===== src/rtl/instr_fetch_unit.sv =====
// Instruction fetch unit: fetches words over a req/ack memory handshake,
// holds each word in an instruction register and offers its opcode field
// to the controller with a valid/ready handshake. A redirect reloads the
// PC and discards any in-flight or held instruction.
module instr_fetch_unit #(
   parameter int unsigned       ADDR_W   = 8,
   parameter int unsigned       DATA_W   = 32,
   parameter logic [ADDR_W-1:0] RESET_PC = '0,
   parameter int unsigned       OPC_LSB  = 29
) (
   input  logic              clk,
   input  logic              rst,
   input  logic              en,
   output logic              imem_req,
   output logic [ADDR_W-1:0] imem_addr,
   input  logic              imem_ack,
   input  logic [DATA_W-1:0] imem_rdata,
   output logic [DATA_W-1:0] instr,
   output logic [2:0]        code,
   output logic [ADDR_W-1:0] pc_out,
   output logic              code_valid,
   input  logic              code_ready,
   input  logic              redirect,
   input  logic [ADDR_W-1:0] redirect_pc
);

   localparam int unsigned CODE_W = 3;

   // IDLE: no request; REQ: live request; DRAIN: request whose data will be
   // thrown away after a redirect; HOLD: word presented to the controller.
   typedef enum logic [1:0] {
      ST_IDLE  = 2'd0,
      ST_REQ   = 2'd1,
      ST_DRAIN = 2'd2,
      ST_HOLD  = 2'd3
   } state_e;

   state_e              state_q, state_d;
   logic [ADDR_W-1:0]   pc_q, pc_d;
   logic                req_q, req_d;
   logic [ADDR_W-1:0]   addr_q, addr_d;
   logic [DATA_W-1:0]   instr_q, instr_d;
   logic [CODE_W-1:0]   code_q, code_d;
   logic [ADDR_W-1:0]   pc_out_q, pc_out_d;
   logic                valid_q, valid_d;

   // PC to use for a request launched this cycle; a redirect takes effect at once
   logic [ADDR_W-1:0]   launch_pc_c;
   // Sequential successor of the current PC, wrapping modulo 2^ADDR_W
   logic [ADDR_W-1:0]   pc_inc_c;

   assign launch_pc_c = redirect ? redirect_pc : pc_q;
   assign pc_inc_c    = pc_q + ADDR_W'(1);

   // Next-state and registered-output logic
   always_comb begin
      state_d  = state_q;
      pc_d     = pc_q;
      req_d    = req_q;
      addr_d   = addr_q;
      instr_d  = instr_q;
      code_d   = code_q;
      pc_out_d = pc_out_q;
      valid_d  = valid_q;

      if (redirect) begin
         pc_d = redirect_pc;
      end

      unique case (state_q)
         ST_IDLE: begin
            // A redirect in IDLE only moves the PC; fetch starts next cycle
            if (!redirect && en) begin
               state_d = ST_REQ;
               req_d   = 1'b1;
               addr_d  = pc_q;
            end
         end

         ST_REQ: begin
            if (redirect) begin
               if (imem_ack) begin
                  // Returned word belongs to the old path: drop it
                  if (en) begin
                     state_d = ST_REQ;
                     req_d   = 1'b1;
                     addr_d  = launch_pc_c;
                  end else begin
                     state_d = ST_IDLE;
                     req_d   = 1'b0;
                  end
               end else begin
                  // Request must still complete on its old address
                  state_d = ST_DRAIN;
               end
            end else if (imem_ack) begin
               instr_d  = imem_rdata;
               code_d   = imem_rdata[OPC_LSB +: CODE_W];
               pc_out_d = pc_q;
               pc_d     = pc_inc_c;
               valid_d  = 1'b1;
               req_d    = 1'b0;
               state_d  = ST_HOLD;
            end
         end

         ST_DRAIN: begin
            if (imem_ack) begin
               if (en) begin
                  state_d = ST_REQ;
                  req_d   = 1'b1;
                  addr_d  = launch_pc_c;
               end else begin
                  state_d = ST_IDLE;
                  req_d   = 1'b0;
               end
            end
         end

         ST_HOLD: begin
            // Leave HOLD on a handshake or when a redirect drops the word
            if (redirect || code_ready) begin
               valid_d = 1'b0;
               if (en) begin
                  state_d = ST_REQ;
                  req_d   = 1'b1;
                  addr_d  = launch_pc_c;
               end else begin
                  state_d = ST_IDLE;
               end
            end
         end

         default: begin
            state_d = ST_IDLE;
            req_d   = 1'b0;
            valid_d = 1'b0;
         end
      endcase
   end

   // State and output registers, asynchronously reset
   always_ff @(posedge clk or posedge rst) begin
      if (rst) begin
         state_q  <= ST_IDLE;
         pc_q     <= RESET_PC;
         req_q    <= 1'b0;
         addr_q   <= RESET_PC;
         instr_q  <= '0;
         code_q   <= '0;
         pc_out_q <= '0;
         valid_q  <= 1'b0;
      end else begin
         state_q  <= state_d;
         pc_q     <= pc_d;
         req_q    <= req_d;
         addr_q   <= addr_d;
         instr_q  <= instr_d;
         code_q   <= code_d;
         pc_out_q <= pc_out_d;
         valid_q  <= valid_d;
      end
   end

   assign imem_req   = req_q;
   assign imem_addr  = addr_q;
   assign instr      = instr_q;
   assign code       = code_q;
   assign pc_out     = pc_out_q;
   assign code_valid = valid_q;

endmodule


===== config.mk =====
export PLATFORM = sky130hd
export DESIGN_NAME = instr_fetch_unit
export DESIGN_NICKNAME = d
export VERILOG_FILES = /design/src/rtl/instr_fetch_unit.sv
export SDC_FILE = /design/constraint.sdc
export NUM_CORES = 1
export LEC_CHECK = 0
export ABC_AREA = 1
export CAP_MARGIN = 15
export CORE_UTILIZATION = 49
export CTS_CLUSTER_DIAMETER = 30
export DETAILED_ROUTE_END_ITERATION = 10
export GPL_TIMING_DRIVEN = 1
export MAX_ROUTING_LAYER = met4
export PLACE_DENSITY = 0.9
export SLEW_MARGIN = 15
export SYNTH_ARGS = -nofsm -noshare
export SYNTH_HDL_FRONTEND = slang
export SYNTH_SLANG_ARGS = --single-unit

===== constraint.sdc =====
create_clock -name clk -period 4.6 [get_ports clk]
set_input_delay 0.46 -clock clk [delete_from_list [all_inputs] [get_ports clk]]
set_output_delay 0.46 -clock clk [all_outputs]
set_load 0.005 [all_outputs]

==> results.txt, run 1 <==
----------------------------------------------------
[Outcome]
  Run status ... finished clean

[Run]
  Max_cap viols ... 0

[Worst setup path]
  Critical path buffers and inverters ... 4
  Crit end category ... flop
  Ordered cell list for the critical path ... clkdlybuf4s50_1 -> inv_2 -> nand3_2 -> buf_4 -> nor2_1 -> o21ai_0 -> inv_1
  Required time of the worst setup path ... 4820 ps
  Stage delay of the slowest cell on the critical path ... 740 ps
  Crit-path max FO ... 56
  Arrival @ worst endpoint ... 2360 ps
  Kind of launch point of the worst setup path ... primary input
  Worst Setup Path Type ... in2reg
  Category of cells accounting for the largest share of critical-path delay ... buffers and inverters
  Cell type of the slowest stage on the worst timing path ... clkdlybuf4s50_1

[Detailed routing]
  Post-DR vias/cell ... 4.939
  Number of violations reported at the end of detailed-routing iteration 0 ... 217
  Pre-antenna DRT Iters ... 5
  Via count ... 2771
  Total wirelength of the detailed-routed design ... 7312 µm
  Post-detailed-route DRC marker count ... 0
  Routed length per instance ... 13.03 µm
  Antenna-violating nets left ... 0

[Power]
  Internal power ... 0.001637 W
  Peak supply drop ... 354.7 µV
  Part of the total power dissipated in combinational logic ... 0.459
  Cell Pwr Density ... 626.8 nW/µm²
  Fraction of power spent switching nets ... 0.3621
  Clock power share ... 0.183
  Proportion of power drawn by flip-flops and latches ... 0.358
  Sw Pwr ... 0.0009291 W
  P_leak ... 2.138 nW

[Timing]
  Worst slack on hold paths ... 377.3 ps
  RSZ-0062 raised after global routing ... false
  Post-layout minimum cycle time ... 2138 ps
  Highest clock rate ... 0.4678 GHz
  Transition at the pin with the smallest max-transition slack ... 642.7 ps
  Portion of the clock cycle consumed by the worst path in the final layout ... 0.4647
  Post-route clock skew ... 9.493 ps
  Final critical-path setup slack ... 2462 ps
  Number of hold violations in the final report ... 0
  Setup_tns ... 0 ps
  Finish-stage setup viols ... 0
  Relative max-transition margin ... 0.5709
  Number of pins exceeding their max-slew limit in the final report ... 0

[Final layout]
  Final core occ ... 0.7300
  Area growth from synthesis to layout ... 40.73%
  Total inserted antenna cells ... 0
  Final net count ... 536
  Fin area ... 4094 µm²
  Ratio of cells with drive above 1 in the final layout ... 0.05930

[Floorplan]
  Row Count ... 27
  Core Region ... 5608 µm²
  Boundary Pins ... 99
  Effective utilization at floorplan ... 0.5187
  Height of the die ... 79.05 µm
  Die area ... 6249 µm²
  Floorplan die width ... 79.05 µm

[CTS]
  Number of buffers added for setup after CTS ... 0
  Source-to-sink clock delay at the later pin of the worst-skew pair ... 340 ps
  Clock tree root driver cell ... clkbuf_8
  H-tree levels ... 3
  PostCTS Resize Cnt ... 0
  Clock transition time at the flip-flop clock pins of the worst setup and hold paths ... 80 ps
  TritonCTS Buffers ... 9
  Number of buffers on the longest clock path ... 2
  Number of hold-repair buffers added at the cts stage ... 0
  CTS tree ... done
  Total number of clock tree sinks ... 60

[Place]
  Sum of net half-perimeters after detailed placement ... 5204 µm
  Worst slack, placed ... 2164 ps
  Final weighted congestion in routability-driven placement ... 0.8959
  Port Buf Inserts ... 98
  Cell Area, Placed ... 3895 µm²

[Synthesis]
  Library cells used by synthesis ... 21
  Yosys warning count ... 0
  Instance count of the mapped netlist ... 389
  Synthesized area ... 2909 µm²
  Syn avg cell area ... 7.478 µm²
  Net count after synthesis ... 441
  Part of the Yosys area used for sequential elements ... 0.5161
  Flop and latch count out of synthesis ... 60

[Hold path]
  Path category of the worst min-delay check ... in2async

[GRT]
  Number of global-route vias before repair ... 2572
  Total routing resource utilization after global routing ... 0.2642
  Antenna violations before repair ... 0
  GR Overflow Total ... 0
  Maximum number of pins on one net before global-route repair ... 57
  First-pass GRT wire length ... 12080 µm

----------------------------------------------------
routing by layer:
| metal | vias to the layer above | part of all wire | global-route usage | routed length (µm) |
|---|---|---|---|---|
| met5 | - | 0 | - | 0 |
| met4 | 0 | 0.023 | 0.1273 | 171 |
| met3 | 15 | 0.054 | 0.04138 | 393 |
| met2 | 121 | 0.49 | 0.4172 | 3607 |
| met1 | 1267 | 0.43 | 0.3336 | 3140 |
| li1 | 1368 | - | - | - |
synth_stat cells:
library cell | n | share of area
nand4_1 | 1 | 0.0022
ha_1 | 6 | 0.026
nor2_4 | 1 | 0.0039
nor2_1 | 20 | 0.026
nand2_1 | 223 | 0.29
nand3_2 | 2 | 0.0069
buf_4 | 6 | 0.015
nand3_1 | 15 | 0.026
xnor2_1 | 1 | 0.0030
o21ai_0 | 8 | 0.014
o21ai_2 | 2 | 0.0060
clkbuf_1 | 1 | 0.0013
nand2_2 | 2 | 0.0043
a21oi_1 | 2 | 0.0034
inv_1 | 24 | 0.031
buf_6 | 1 | 0.0039
buf_2 | 8 | 0.014
inv_2 | 3 | 0.0039
o21ai_1 | 2 | 0.0034
o21a_1 | 1 | 0.0026
dfrtp_1 | 60 | 0.52
power groups by stage:
| stage | clock network [W] | registers (W) | logic (W) |
|---|---|---|---|
| floorplan | 0 | 0.000925 | 0.000563 |
| global placement | 0 | 0.000914 | 0.00113 |
| detailed placement | 0 | 0.000921 | 0.00117 |
| CTS | 0.000476 | 0.000917 | 0.00118 |
| global route | 0.000507 | 0.000948 | 0.00131 |
| finish | 0.000470 | 0.000919 | 0.00118 |
logic make-up (layout without fill, tap and decap cells):
kind of cell	Yosys count	count (layout)	synth area share
XOR/XNOR	1	1	0.003011
AO/OA/AOI/OAI	15	15	0.02925
flip-flops	60	60	0.5161
adder cells (fa/ha/maj)	6	6	0.02581
AND/OR/NAND/NOR	264	264	0.3566
buffers and inverters	43	143	0.06925
stage by stage:
stage	std cells	total power [W]
finish	561	0.002566
global route	561	0.002765
CTS	561	0.002573
detailed placement	545	0.002093
global placement	545	0.002049
floorplan	389	0.001488
registers in the layout, indices dropped and copies added, names as in the netlist:
register and count:
state_q 2, code_valid 1, pc_q 8, imem_req 1
instr 32, pc_out 8, imem_addr 8
worst paths after layout:
path | cells after the start | slack [ps] | start | to
hold reg to reg | 2 | 470 | imem_addr[2]$_DFFE_PP0P_ | imem_addr[2]$_DFFE_PP0P_
setup / recovery | 7 | 2460 | redirect | code_valid$_DFFE_PP0P_
min in group clk | 2 | 470 | imem_addr[2]$_DFFE_PP0P_ | imem_addr[2]$_DFFE_PP0P_
max in group asynchronous | 3 | 3350 | rst | code_valid$_DFFE_PP0P_
setup reg to reg | 7 | 2690 | state_q[1]$_DFFE_PP0P_ | pc_q[6]$_DFF_PP0_
hold / removal | 2 | 380 | rst | instr[6]$_DFFE_PP0P_
placed cells by master (no fill, tap or decap), types with 2 or more instances in the layout:
| master | netlist | routed |
|---|---|---|
| nand3_1 | 15 | 15 |
| clkdlybuf4s50_1 | 0 | 98 |
| a21oi_1 | 2 | 2 |
| nand2_1 | 223 | 223 |
| o21ai_2 | 2 | 2 |
| inv_2 | 3 | 4 |
| nor2_1 | 20 | 20 |
| clkbuf_8 | 0 | 9 |
| buf_4 | 6 | 2 |
| o21ai_1 | 2 | 2 |
| ha_1 | 6 | 6 |
| o21ai_0 | 8 | 8 |
| nand3_2 | 2 | 2 |
| dfrtp_1 | 60 | 60 |
| clkinvlp_4 | 0 | 3 |
| inv_1 | 24 | 23 |
| nand2_2 | 2 | 2 |
final cells by class:
type / instances / area, µm²
clock inverter: 7 / 75.07
timing repair buffer: 100 / 996.0
fill: 428 / 1514
inverter: 27 / 101.3
sequential: 60 / 1501
clock buffer: 9 / 123.9
multi-input combinational: 286 / 1206
tap: 72 / 90.09
Power figures use the tool's default switching activity.
==> run 2, diff against run 1 <==
--- a/config.mk
+++ b/config.mk
@@ -7,12 +7,12 @@
 export LEC_CHECK = 0
 export ABC_AREA = 1
 export CAP_MARGIN = 15
-export CORE_UTILIZATION = 49
+export CORE_UTILIZATION = 46
 export CTS_CLUSTER_DIAMETER = 30
 export DETAILED_ROUTE_END_ITERATION = 10
 export GPL_TIMING_DRIVEN = 1
 export MAX_ROUTING_LAYER = met4
-export PLACE_DENSITY = 0.9
+export PLACE_DENSITY = 0.86
 export SLEW_MARGIN = 15
 export SYNTH_ARGS = -nofsm -noshare
 export SYNTH_HDL_FRONTEND = slang
==> constraint.sdc (replaced) <==
create_clock -name clk -period 2.2 [get_ports clk]
set_input_delay 0.22 -clock clk [delete_from_list [all_inputs] [get_ports clk]]
set_output_delay 0.22 -clock clk [all_outputs]
set_load 0.005 [all_outputs]
==> run 2 against run 1 <==
Net effect:
- count of clock-buffer cells in the layout is 2 higher
- clock skew down 3.3 ps
- sequential power grew 110%
- routed wire length is 4.0% lower
- clock power grew to 2.7 times the previous value
- hold slack worse by 96 ps
- total power increased by 120%
- first-iteration DRC count decreased by 22%
- critical path type is now reg2reg
- critical endpoint is now imem_addr[1]$_DFFE_PP0P_
==> results.txt, run 2 (same netlist as run 1, synthesis figures left out) <==
----------------------------------------------------
[Outcome]
  Run status ... finished clean

[Power]
  Proportion of power drawn by flip-flops and latches ... 0.342
  Internal power ... 0.003729 W
  P_leak ... 2.194 nW
  Peak supply drop ... 785.0 µV
  Sw Pwr ... 0.001900 W
  Fraction of power spent switching nets ... 0.3376
  Clock power share ... 0.226
  Cell Pwr Density ... 1341 nW/µm²
  Part of the total power dissipated in combinational logic ... 0.432

[Floorplan]
  Effective utilization at floorplan ... 0.4828
  Height of the die ... 81.53 µm
  Core Region ... 6026 µm²
  Boundary Pins ... 99
  Floorplan die width ... 81.53 µm
  Die area ... 6646 µm²
  Row Count ... 28

[GRT]
  Antenna violations before repair ... 0
  GR Overflow Total ... 0
  First-pass GRT wire length ... 11490 µm
  Number of global-route vias before repair ... 2653
  Maximum number of pins on one net before global-route repair ... 61
  Total routing resource utilization after global routing ... 0.2348

[CTS]
  Number of buffers on the longest clock path ... 2
  H-tree levels ... 3
  CTS tree ... done
  Clock tree root driver cell ... clkbuf_8
  PostCTS Resize Cnt ... 0
  Number of buffers added for setup after CTS ... 0
  Clock transition time at the flip-flop clock pins of the worst setup and hold paths ... 80 ps
  TritonCTS Buffers ... 9
  Total number of clock tree sinks ... 60
  Source-to-sink clock delay at the later pin of the worst-skew pair ... 330 ps
  Number of hold-repair buffers added at the cts stage ... 0

[Worst setup path]
  Stage delay of the slowest cell on the critical path ... 440 ps
  Worst reg2reg path endpoint ... imem_addr[1]$_DFFE_PP0P_
  Crit-path max FO ... 10
  Crit end category ... flop
  Cell type of the slowest stage on the worst timing path ... dfrtp_1
  Arrival @ worst endpoint ... 2120 ps
  Setup slack of the worst register-to-register path ... 310 ps
  Ordered cell list for the critical path ... inv_1 -> ha_1 -> inv_2 -> nand2_1 -> nand2_1 -> nor2_1 -> nand2_2 -> nand2_1 -> nand2_1
  Required time of the worst setup path ... 2420 ps
  Kind of launch point of the worst setup path ... flop
  Worst Setup Path Type ... reg2reg
  Top cell by count, worst path ... nand2_1
  Register-to-Register Path Depth ... 9
  R2r startpoint ... state_q[1]$_DFFE_PP0P_

[Final layout]
  Final core occ ... 0.6966
  Most used cells in the layout excluding fill and tap cells ... 223 x nand2_1, 98 x clkdlybuf4s50_1, 60 x dfrtp_1, 23 x inv_1, 20 x nor2_1
  Area growth from synthesis to layout ... 44.30%
  Flip-flop count of the largest register, all copies and words added ... 32
  Filler cell count in the final layout ... 490
  Ratio of cells with drive above 1 in the final layout ... 0.06314
  Most common cell after layout, fill and taps aside ... nand2_1
  Total inserted antenna cells ... 0
  Fin area ... 4198 µm²
  Final net count ... 538

[Timing]
  Relative max-transition margin ... 0.6453
  Worst slack on hold paths ... 280.9 ps
  RSZ-0062 raised after global routing ... false
  Finish-stage setup viols ... 0
  Highest clock rate ... 0.5281 GHz
  Number of hold violations in the final report ... 0
  Number of pins exceeding their max-slew limit in the final report ... 0
  Post-layout minimum cycle time ... 1894 ps
  Transition at the pin with the smallest max-transition slack ... 532.1 ps
  Setup_tns ... 0 ps
  Post-route clock skew ... 6.165 ps
  Portion of the clock cycle consumed by the worst path in the final layout ... 0.8607

[Hold path]
  Path category of the worst min-delay check ... in2async

[Place]
  Final weighted congestion in routability-driven placement ... 0.9390
  Cell Area, Placed ... 3939 µm²
  Port Buf Inserts ... 98
  Sum of net half-perimeters after detailed placement ... 4808 µm

[Detailed routing]
  Antenna-violating nets left ... 0
  Routed length per instance ... 12.40 µm
  Post-detailed-route DRC marker count ... 0
  Post-DR vias/cell ... 4.839
  Total wirelength of the detailed-routed design ... 7016 µm
  Pre-antenna DRT Iters ... 5
  Via count ... 2739
  Number of violations reported at the end of detailed-routing iteration 0 ... 169

[Run]
  Max_cap viols ... 0

----------------------------------------------------
## run 2: per-layer routing
layer | global-route usage | share of wire | up-vias
li1 | - | - | 1367
met1 | 0.2797 | 0.42 | 1267
met2 | 0.3825 | 0.50 | 96
met3 | 0.05333 | 0.064 | 9
met4 | 0.09821 | 0.010 | 0
met5 | - | 0 | -
## run 2: final cells by class
cell class | count | area (µm²) | share of cell area
tap | 75 | 93.84 | 0.02235
timing repair buffer | 102 | 1036 | 0.2468
sequential | 60 | 1501 | 0.3577
multi-input combinational | 286 | 1206 | 0.2873
clock buffer | 11 | 151.4 | 0.03607
clock inverter | 5 | 107.6 | 0.02563
inverter | 27 | 101.3 | 0.02414
## run 2: power by group through the flow
stage | registers [W] | logic (W) | clock network [W]
2_1_floorplan | 0.00193 | 0.00118 | 0
3_3_place_gp | 0.00193 | 0.00235 | 0
3_5_place_dp | 0.00193 | 0.00243 | 0
4_1_cts | 0.00193 | 0.00245 | 0.00128
5_1_grt | 0.00199 | 0.00274 | 0.00134
6_report | 0.00193 | 0.00243 | 0.00127
## run 2: how the worst max path moves through the flow
stage                           startpoint                  endpoint  slack (ps)  cells past startpoint
floorplan                              rst    code_valid$_DFFE_PP0P_         500                      1
CTS                 state_q[1]$_DFFE_PP0P_  imem_addr[2]$_DFFE_PP0P_         320                      9
global route        state_q[1]$_DFFE_PP0P_  imem_addr[4]$_DFFE_PP0P_         160                      9
detailed placement                redirect    code_valid$_DFFE_PP0P_         370                      7
finish              state_q[1]$_DFFE_PP0P_  imem_addr[1]$_DFFE_PP0P_         310                      9
global placement                  redirect    code_valid$_DFFE_PP0P_         390                      7
## run 2: metrics by stage
stage / setup WS, ps / power (W) / cells
2_1_floorplan: 495.3 / 0.003111 / 389
3_3_place_gp: 387.2 / 0.004276 / 550
3_5_place_dp: 367.5 / 0.004358 / 550
4_1_cts: 323.6 / 0.005665 / 566
5_1_grt: 163.2 / 0.006072 / 566
6_report: 306.5 / 0.005630 / 566
## run 2: critical path, delay by kind of cell, from the launching register on
kind | cells | cell delay [ps]
simple gates | 6 | 600
flops | 1 | 440
fa+ha+maj | 1 | 440
buf+inv | 2 | 310
